## src/rtl/syrup_channel_fifo_if.sv

```systemverilog
// Channel link between a syrup out-/in-channel port pair and the FIFO that
// backs it.
//   syrup_d   : write data, driven by the producer (out-channel)
//   syrup_we  : write request, driven by the producer
//   syrup_re  : read (pop) request, driven by the consumer (in-channel)
//   syrup_q   : head-of-queue data, driven by the FIFO
// Modports:
//   master : the user-domain side (drives d/we/re, observes q)
//   slave  : the FIFO side (observes d/we/re, drives q)
interface syrup_channel_fifo_if #(
    parameter int unsigned DATA_WIDTH = 32
);
    logic [DATA_WIDTH-1:0] syrup_d;
    logic                  syrup_we;
    logic [DATA_WIDTH-1:0] syrup_q;
    logic                  syrup_re;

    modport master (
        output syrup_d,
        output syrup_we,
        output syrup_re,
        input  syrup_q
    );

    modport slave (
        input  syrup_d,
        input  syrup_we,
        input  syrup_re,
        output syrup_q
    );
endinterface

```

## src/rtl/syrup_channel_fifo.sv

```systemverilog
// syrup_channel_fifo: first-word-fall-through backing store for a syrup
// channel pair, depth 2**ADDR_WIDTH.
//   CLK       : sole clock, rising edge
//   RST       : synchronous active-high reset (pointers, count, flags)
//   ch        : channel link (slave side): syrup_d/syrup_we in,
//               syrup_re in, syrup_q out (combinational head of queue)
//   full      : count == DEPTH
//   empty     : count == 0
//   count     : current occupancy, 0..DEPTH
//   stall     : combinational; a request in this cycle is being refused
//   overflow  : sticky; a write was refused since reset
//   underflow : sticky; a read was refused since reset
module syrup_channel_fifo #(
    parameter string       DOMAIN     = "undefined",
    parameter int          ID         = 0,
    parameter int unsigned DATA_WIDTH = 32,
    parameter int unsigned ADDR_WIDTH = 4
) (
    input  logic                    CLK,
    input  logic                    RST,
    syrup_channel_fifo_if.slave     ch,
    output logic                    full,
    output logic                    empty,
    output logic [ADDR_WIDTH:0]     count,
    output logic                    stall,
    output logic                    overflow,
    output logic                    underflow
);

    localparam int unsigned DEPTH = 1 << ADDR_WIDTH;
    localparam int unsigned CW    = ADDR_WIDTH + 1;

    logic [DATA_WIDTH-1:0] mem [DEPTH];
    logic [ADDR_WIDTH-1:0] wp;
    logic [ADDR_WIDTH-1:0] rp;
    logic                  wr_ok;
    logic                  rd_ok;

    // Occupancy decode from the registered count.
    always_comb begin
        full  = (count == CW'(DEPTH));
        empty = (count == '0);
    end

    // Acceptance: a write at full is allowed only alongside a read that
    // frees a slot; a read at empty is always refused (no bypass).
    always_comb begin
        wr_ok = ch.syrup_we & (~full | ch.syrup_re);
        rd_ok = ch.syrup_re & ~empty;
        stall = (ch.syrup_we & ~wr_ok) | (ch.syrup_re & ~rd_ok);
    end

    // Head of queue, forced to zero while nothing is queued.
    always_comb begin
        ch.syrup_q = empty ? '0 : mem[rp];
    end

    // Storage array; contents survive reset, only the pointers clear.
    always_ff @(posedge CLK) begin
        if (!RST && wr_ok) begin
            mem[wp] <= ch.syrup_d;
        end
    end

    // Pointers and occupancy; pointers wrap naturally at DEPTH.
    always_ff @(posedge CLK) begin
        if (RST) begin
            wp    <= '0;
            rp    <= '0;
            count <= '0;
        end else begin
            if (wr_ok) begin
                wp <= wp + ADDR_WIDTH'(1);
            end
            if (rd_ok) begin
                rp <= rp + ADDR_WIDTH'(1);
            end
            case ({wr_ok, rd_ok})
                2'b10:   count <= count + CW'(1);
                2'b01:   count <= count - CW'(1);
                default: count <= count;
            endcase
        end
    end

    // Sticky error flags, set the cycle after a refused request.
    always_ff @(posedge CLK) begin
        if (RST) begin
            overflow  <= 1'b0;
            underflow <= 1'b0;
        end else begin
            if (ch.syrup_we && !wr_ok) begin
                overflow <= 1'b1;
            end
            if (ch.syrup_re && !rd_ok) begin
                underflow <= 1'b1;
            end
        end
    end

    // Occupancy must stay within 0..DEPTH and full/empty are exclusive.
    a_count_range : assert property (
        @(posedge CLK) disable iff (RST) count <= CW'(DEPTH)
    ) else $error("syrup_channel_fifo %s[%0d]: count out of range", DOMAIN, ID);

    a_full_empty : assert property (
        @(posedge CLK) disable iff (RST) !(full && empty)
    ) else $error("syrup_channel_fifo %s[%0d]: full and empty together", DOMAIN, ID);

endmodule

```

## src/flat_wrapper.sv

```systemverilog
// flat-port wrapper written by rule: the top's interface ports become plain ports
module syrup_channel_fifo_flat 
#(
    parameter string       DOMAIN     = "         ",
    parameter int          ID         = 0,
    parameter int unsigned DATA_WIDTH = 32,
    parameter int unsigned ADDR_WIDTH = 4
)
  (CLK, RST, full, empty, count, stall, overflow, underflow, ch_syrup_d, ch_syrup_we, ch_syrup_re, ch_syrup_q);
  syrup_channel_fifo_if #(.DATA_WIDTH(DATA_WIDTH)) ch_i ();
  input  logic CLK;
  input  logic RST;
  output logic full;
  output logic empty;
  output logic [ADDR_WIDTH:0] count;
  output logic stall;
  output logic overflow;
  output logic underflow;
  input wire logic [$bits(ch_i.syrup_d)-1:0] ch_syrup_d;
  input wire logic [$bits(ch_i.syrup_we)-1:0] ch_syrup_we;
  input wire logic [$bits(ch_i.syrup_re)-1:0] ch_syrup_re;
  output wire logic [$bits(ch_i.syrup_q)-1:0] ch_syrup_q;
  assign ch_i.syrup_d = ch_syrup_d;
  assign ch_i.syrup_we = ch_syrup_we;
  assign ch_i.syrup_re = ch_syrup_re;
  assign ch_syrup_q = ch_i.syrup_q;
  syrup_channel_fifo #(.DOMAIN(DOMAIN), .ID(ID), .DATA_WIDTH(DATA_WIDTH), .ADDR_WIDTH(ADDR_WIDTH)) u_core (.CLK(CLK), .RST(RST), .ch(ch_i), .full(full), .empty(empty), .count(count), .stall(stall), .overflow(overflow), .underflow(underflow));
endmodule
```

## config.mk

```make
export PLATFORM = sky130hd
export DESIGN_NAME = syrup_channel_fifo_flat
export DESIGN_NICKNAME = d
export VERILOG_FILES = /design/src/rtl/syrup_channel_fifo_if.sv /design/src/rtl/syrup_channel_fifo.sv /design/src/flat_wrapper.sv
export SDC_FILE = /design/constraint.sdc
export NUM_CORES = 1
export LEC_CHECK = 0
export CORE_MARGIN = 1.5
export CORE_UTILIZATION = 45
export CTS_CLUSTER_SIZE = 24
export DETAILED_ROUTE_END_ITERATION = 10
export SYNTH_ARGS = -nofsm -noshare
export SYNTH_HDL_FRONTEND = slang
export SYNTH_SLANG_ARGS = --single-unit
```

## constraint.sdc

```tcl
create_clock -name CLK -period 3.1 [get_ports CLK]
set_input_delay 0.31 -clock CLK [delete_from_list [all_inputs] [get_ports CLK]]
set_output_delay 0.31 -clock CLK [all_outputs]
set_load 0.02 [all_outputs]
```

Word level (Yosys, flattened, before mapping)

Memories as Yosys holds them, arrays and structs flattened. A register that Yosys moved wholly into a read port is not among the register bits.
Cells that the tools add are included.

Bitwise logic cells: 10
Add/sub/neg operators: 4
Reductions and logical operators: 8
Eq/ne operators: 3
Multiplexer cells: 6

Operators with widths:

| operator                                                               | number |
|---|---|
| 32-bit two-way mux                                                     | 1 |
| 5-bit one-hot mux with 2 select lines                                  | 1 |
| 4-bit by 1-bit adder with 4-bit output (second input constant)         | 2 |
| 4-bit two-way mux                                                      | 2 |
| 5-bit by 1-bit adder with 5-bit output (second input constant)         | 1 |
| 5-bit equality test (second input constant)                            | 1 |
| 5-bit logical NOT                                                      | 1 |
| 5-bit by 1-bit subtractor with 5-bit output (second input constant)    | 1 |
| 1-bit AND                                                              | 4 |
| 1-bit NOT                                                              | 4 |
| 1-bit logical AND                                                      | 3 |
| 1-bit logical NOT                                                      | 3 |
| 2-bit by 1-bit equality test with 1-bit output (second input constant) | 1 |
| 2-bit equality test (second input constant)                            | 1 |
| 1-bit two-way mux                                                      | 2 |
| 1-bit bitwise OR                                                       | 2 |
| 2-bit nonzero test                                                     | 1 |

Input bits: 36
Output and inout bits: 42
RAM bits: 512
Flip-flop bits (word level): 15
Memories: 1

Memory list:

| memory     | words | width | read ports | clocked after Yosys merged registers in | write ports | RTL line                 | text |
|---|---|---|---|---|---|---|---|
| u_core.mem | 16    | 32    | 1          | 1                                       | 1           | syrup_channel_fifo.sv:33 | `logic [DATA_WIDTH-1:0] mem [DEPTH];` |

Depth between registers and ports, before layout

Depth after elaboration: 7
Mapped depth: 10
Gate-level depth less buffers: 9

Worst setup path before layout

No wires, ideal clock.

Path type: register -> register
Start point: register u_core.count[0]
End point: memory u_core.mem[0][0] (enable)
Arrival: 2591 ps
Buffers on the path: 1
Library setup time: 421 ps
Setup slack: 88 ps
Cell stages (with the launch flop): 6
Cells stage by stage: dfxtp_1 or4_1 buf_6 o31a_1 nand2_1 nor2_1

Cells in the longest elaborated chain, start to end: 7

RTL lines:

| what                                    | RTL line                 | text |
|---|---|---|
| start: declaration                      | syrup_channel_fifo.sv:24 | `output logic [ADDR_WIDTH:0] count,` |
| start signal: assignment                | syrup_channel_fifo.sv:79 | `2'b10: count <= count + CW'(1);` |
| start signal: assignment                | syrup_channel_fifo.sv:80 | `2'b01: count <= count - CW'(1);` |
| start signal: assignment                | syrup_channel_fifo.sv:81 | `default: count <= count;` |
| 5-bit equality test                     | syrup_channel_fifo.sv:41 | `full = (count == CW'(DEPTH));` |
| 1-bit NOT                               | syrup_channel_fifo.sv:48 | `wr_ok = ch.syrup_we & (~full \| ch.syrup_re);` |
| 1-bit bitwise OR                        | syrup_channel_fifo.sv:48 |  |
| 1-bit AND                               | syrup_channel_fifo.sv:48 |  |
| 1-bit logical AND                       | syrup_channel_fifo.sv:60 | `if (!RST && wr_ok) begin` |
| 1-bit two-way mux                       | syrup_channel_fifo.sv:60 |  |
| 1-bit two-way mux (not written as such) | syrup_channel_fifo.sv:61 | `mem[wp] <= ch.syrup_d;` |
| end: declaration                        | syrup_channel_fifo.sv:33 |  |

Every way passes these cells.

==> results.cfg <==
[finish]
nets = 1114
final_cell_mix = edfxtp_1, mux4_2, clkbuf_16
layout_commonest_cell = edfxtp_1
drive_gt1_frac = 0.2946
antenna-diode-count = 0
finalNonFillerCells = 1702
syn2layout_area_growth_pct = 19.73

[detailed_routing]
drtIter0Drc = 900
avgRoutedWirePerCell_um = 26.19
ant_nets = 0
drt-total-wl_um = 44580
remaining_drc_errors = 0
vias = 9659
viasPerCell = 5.675
drt_pass1_iterations = 5

[min_path]
hold_path_class = flop to flop
worstHoldPathCells = 2
min_from = u_core.underflow
min_to = u_core.underflow

[global_routing]
antenna_found_initial = 0
grt_max_degree = 39
busiest_layer = met2
overflow = 0
globalRouteMet1Util = 0.2757
grt_pass1_wl_um = 66560
use_met3 = 0.03439
grt_pass1_vias = 10250
gr-usage-met2 = 0.3170
grt_usage = 0.1964

[worst_setup_path]
r2r_start = u_core.count[0]
arrival_ns = 2.74
endpoint_kind = output port
slowest_stage = mux4_2
cp-start-kind = flop
ff2ff_path_depth = 10
rrSetupSlack_ns = 0.20
critical_path.max_stage_delay_ns = 0.50
cp.required_ns = 2.79
crit_type = flop to output port
worst_path_dominant_cell_family = multiplexers
critPathBufInv = 5
reg2reg_to = u_core.count[4]
cp.depth = 9
worstPathCellList = buf_12, buf_16, buf_12, buf_8, mux4_2, mux2i_2, nor3_2, a221o_1, buf_6
worstPathMaxFanout = 8
cp_common_cell = buf_12

[clock_network]
hold_buffers = 0
clkLatencyLatePin_ns = 0.61
cts_sinks = 531
numCtsBuffers = 53
clock_path_buffers = 3
cts.clk_slew.worst_paths_ns = 0.06
cts_root_buffer = clkbuf_16
cts_tree = built
htreeDepth = 2

[placed_design]
port_buffers = 77
dpl.cell_count = 1582
gp_congestion = 0.7192
post-dp-hpwl_um = 24170

[floorplanning]
die_area_mm2 = 0.04661
io_pins = 78
start_util = 0.4583
die_x_um = 215.9
num_rows = 77
core_area_mm2 = 0.04451
die_y_um = 215.9

[pwr]
p_sw_mw = 5.192
total_power_mw = 18.78
p_clk_frac = 0.322
power_frac_seq = 0.429
p_leak_nw = 7.643
ir_drop_mv = 0.4626
pwr-share-comb = 0.249
power.internal_mw = 13.59
p_per_area_mw_per_mm2 = 769.0
swShare = 0.2765

[synth]
ys_ff_latch = 531
synth-xor-area-share = 0.003006
yosys.area_share.simple = 0.02227
synthesis.area_mm2 = 0.02040
syn_nets = 953
synth_compound_area_frac = 0.02141
synth.distinct_cells = 40
synthAdderAreaFrac = 0.006502
synthMuxAreaShare = 0.1586
synth_top_family_by_area = multiplexers
syn_inst = 907
syn_avg_cell_area_um2 = 22.49
yosys_warnings = 0
yosysSeqAreaShare = 0.7724

[timing]
maxSlewHeadroom = 0.2943
fmax_mhz = 328.3
whs_ns = 0.4726
period_needed_ns = 3.046
min_period_over_period = 0.9825
hold_viol_final = 0
final_max_slew_viol_count = 0
final.setup_skew_ns = 0.01835
worst_pin_slew_ns = 1.056
setup_violations = 0
rsz0062_at_grt = true

[status]
status = complete, no violations

[job]
cap_violations = 0
[cells by family (layout without fill, tap and decap cells)]
logic type | Yosys count | in the layout
flops | 531 | 531
mux | 163 | 163
simple gates | 90 | 91
buf+inv | 58 | 260
compound gates | 48 | 48
fa+ha+maj | 10 | 10
xor+xnor | 7 | 7
[worst min-delay path, stage by stage (launching register included)]
cell and delay [ns]:
dfxtp_1 0.33, a21oi_1 0.04, nor2_1 0.07
[worst max path at each step]
stage	from	end	slack, ns
floorplan	u_core.count[0]	u_core.mem[0][0]	0.09
global placement	u_core.count[0]	u_core.count[4]	0.08
detailed placement	u_core.count[0]	u_core.count[4]	0.07
CTS	flop	ch_syrup_q[22]	-0.1
global route	flop	ch_syrup_q[19]	-0.03
finish	flop	ch_syrup_q[19]	0.05
[Yosys cell counts]
master | instances | share of area
fa_1 | 1 | 0.00098
clkbuf_1 | 12 | 0.0022
clkbuf_4 | 2 | 0.00074
nand4_1 | 1 | 0.00031
or3_1 | 2 | 0.00061
nor2_8 | 1 | 0.00098
buf_2 | 21 | 0.0052
nor4_1 | 1 | 0.00031
and3_1 | 3 | 0.00092
dfxtp_1 | 19 | 0.019
a31oi_1 | 1 | 0.00031
nor2b_1 | 1 | 0.00031
edfxtp_1 | 512 | 0.75
mux2i_1 | 34 | 0.017
a221o_1 | 32 | 0.016
or4_1 | 2 | 0.00074
ha_1 | 9 | 0.0055
nor3_1 | 32 | 0.0079
nor2_1 | 33 | 0.0061
nor2_4 | 1 | 0.00055
xor2_1 | 5 | 0.0021
xnor2_1 | 2 | 0.00086
o211ai_1 | 2 | 0.00074
o31a_1 | 1 | 0.00043
nand2b_1 | 1 | 0.00031
o311ai_4 | 1 | 0.0013
buf_6 | 7 | 0.0039
nand3_1 | 1 | 0.00025
o31ai_1 | 1 | 0.00037
buf_4 | 5 | 0.0018
a21o_1 | 1 | 0.00037
inv_1 | 7 | 0.0013
mux4_2 | 128 | 0.14
nor4bb_1 | 1 | 0.00049
a21oi_1 | 8 | 0.0020
mux2_1 | 1 | 0.00055
o21ai_1 | 1 | 0.00025
nor3b_4 | 1 | 0.00092
buf_1 | 4 | 0.00074
nand2_1 | 9 | 0.0017
[stage by stage]
| step | util | setup slack, ns | area, µm² | setup TNS (ns) |
|---|---|---|---|---|
| final | 0.5487 | 0.05436 | 24420 | 0 |
| after global routing | 0.5487 | -0.03005 | 24420 | -0.04992 |
| after CTS | 0.5489 | -0.09551 | 24430 | -0.1545 |
| after detailed placement | 0.5043 | 0.07408 | 22450 | 0 |
| after global placement | 0.5043 | 0.07925 | 22450 | 0 |
| after floorplan | - | 0.08804 | 20400 | 0 |
[flip-flops by register name, indices dropped and copies added, names as in the netlist, named ones only]
name,count
u_core.mem,512
u_core.count,5
u_core.wp,4
u_core.rp,4
u_core.overflow,1
u_core.underflow,1
[per-layer routing]
layer	wire length, µm	share of wire
met4	966	0.022
met3	2313	0.052
met2	21880	0.49
met1	19410	0.44
met5	0	0
[final cells by class]
| cell class | instances | area (µm²) |
|---|---|---|
| Clock inverter | 30 | 219.0 |
| Fill cell | 3397 | 20090 |
| Inverter | 7 | 26.28 |
| Sequential cell | 531 | 15770 |
| Timing Repair Buffer | 156 | 1777 |
| Multi-Input combinational cell | 319 | 4481 |
| Clock buffer | 67 | 1410 |
| Tap cell | 592 | 740.7 |
[power groups by stage]
stage	registers [mW]	logic [mW]	clock network, mW
floorplan	8.23	2.78	0
global placement	8.24	4.56	0
detailed placement	8.24	4.55	0
CTS	8.06	4.77	6.17
global route	8.07	5.00	6.43
finish	8.06	4.67	6.04
[repair_timing]
action	in CTS	in global routing
buffers inserted	16	4
resized for setup	83	31
pin swaps	3	2
endpoints found under the setup margin	33	29
gates cloned	4	0
Power figures use the tool's default switching activity.
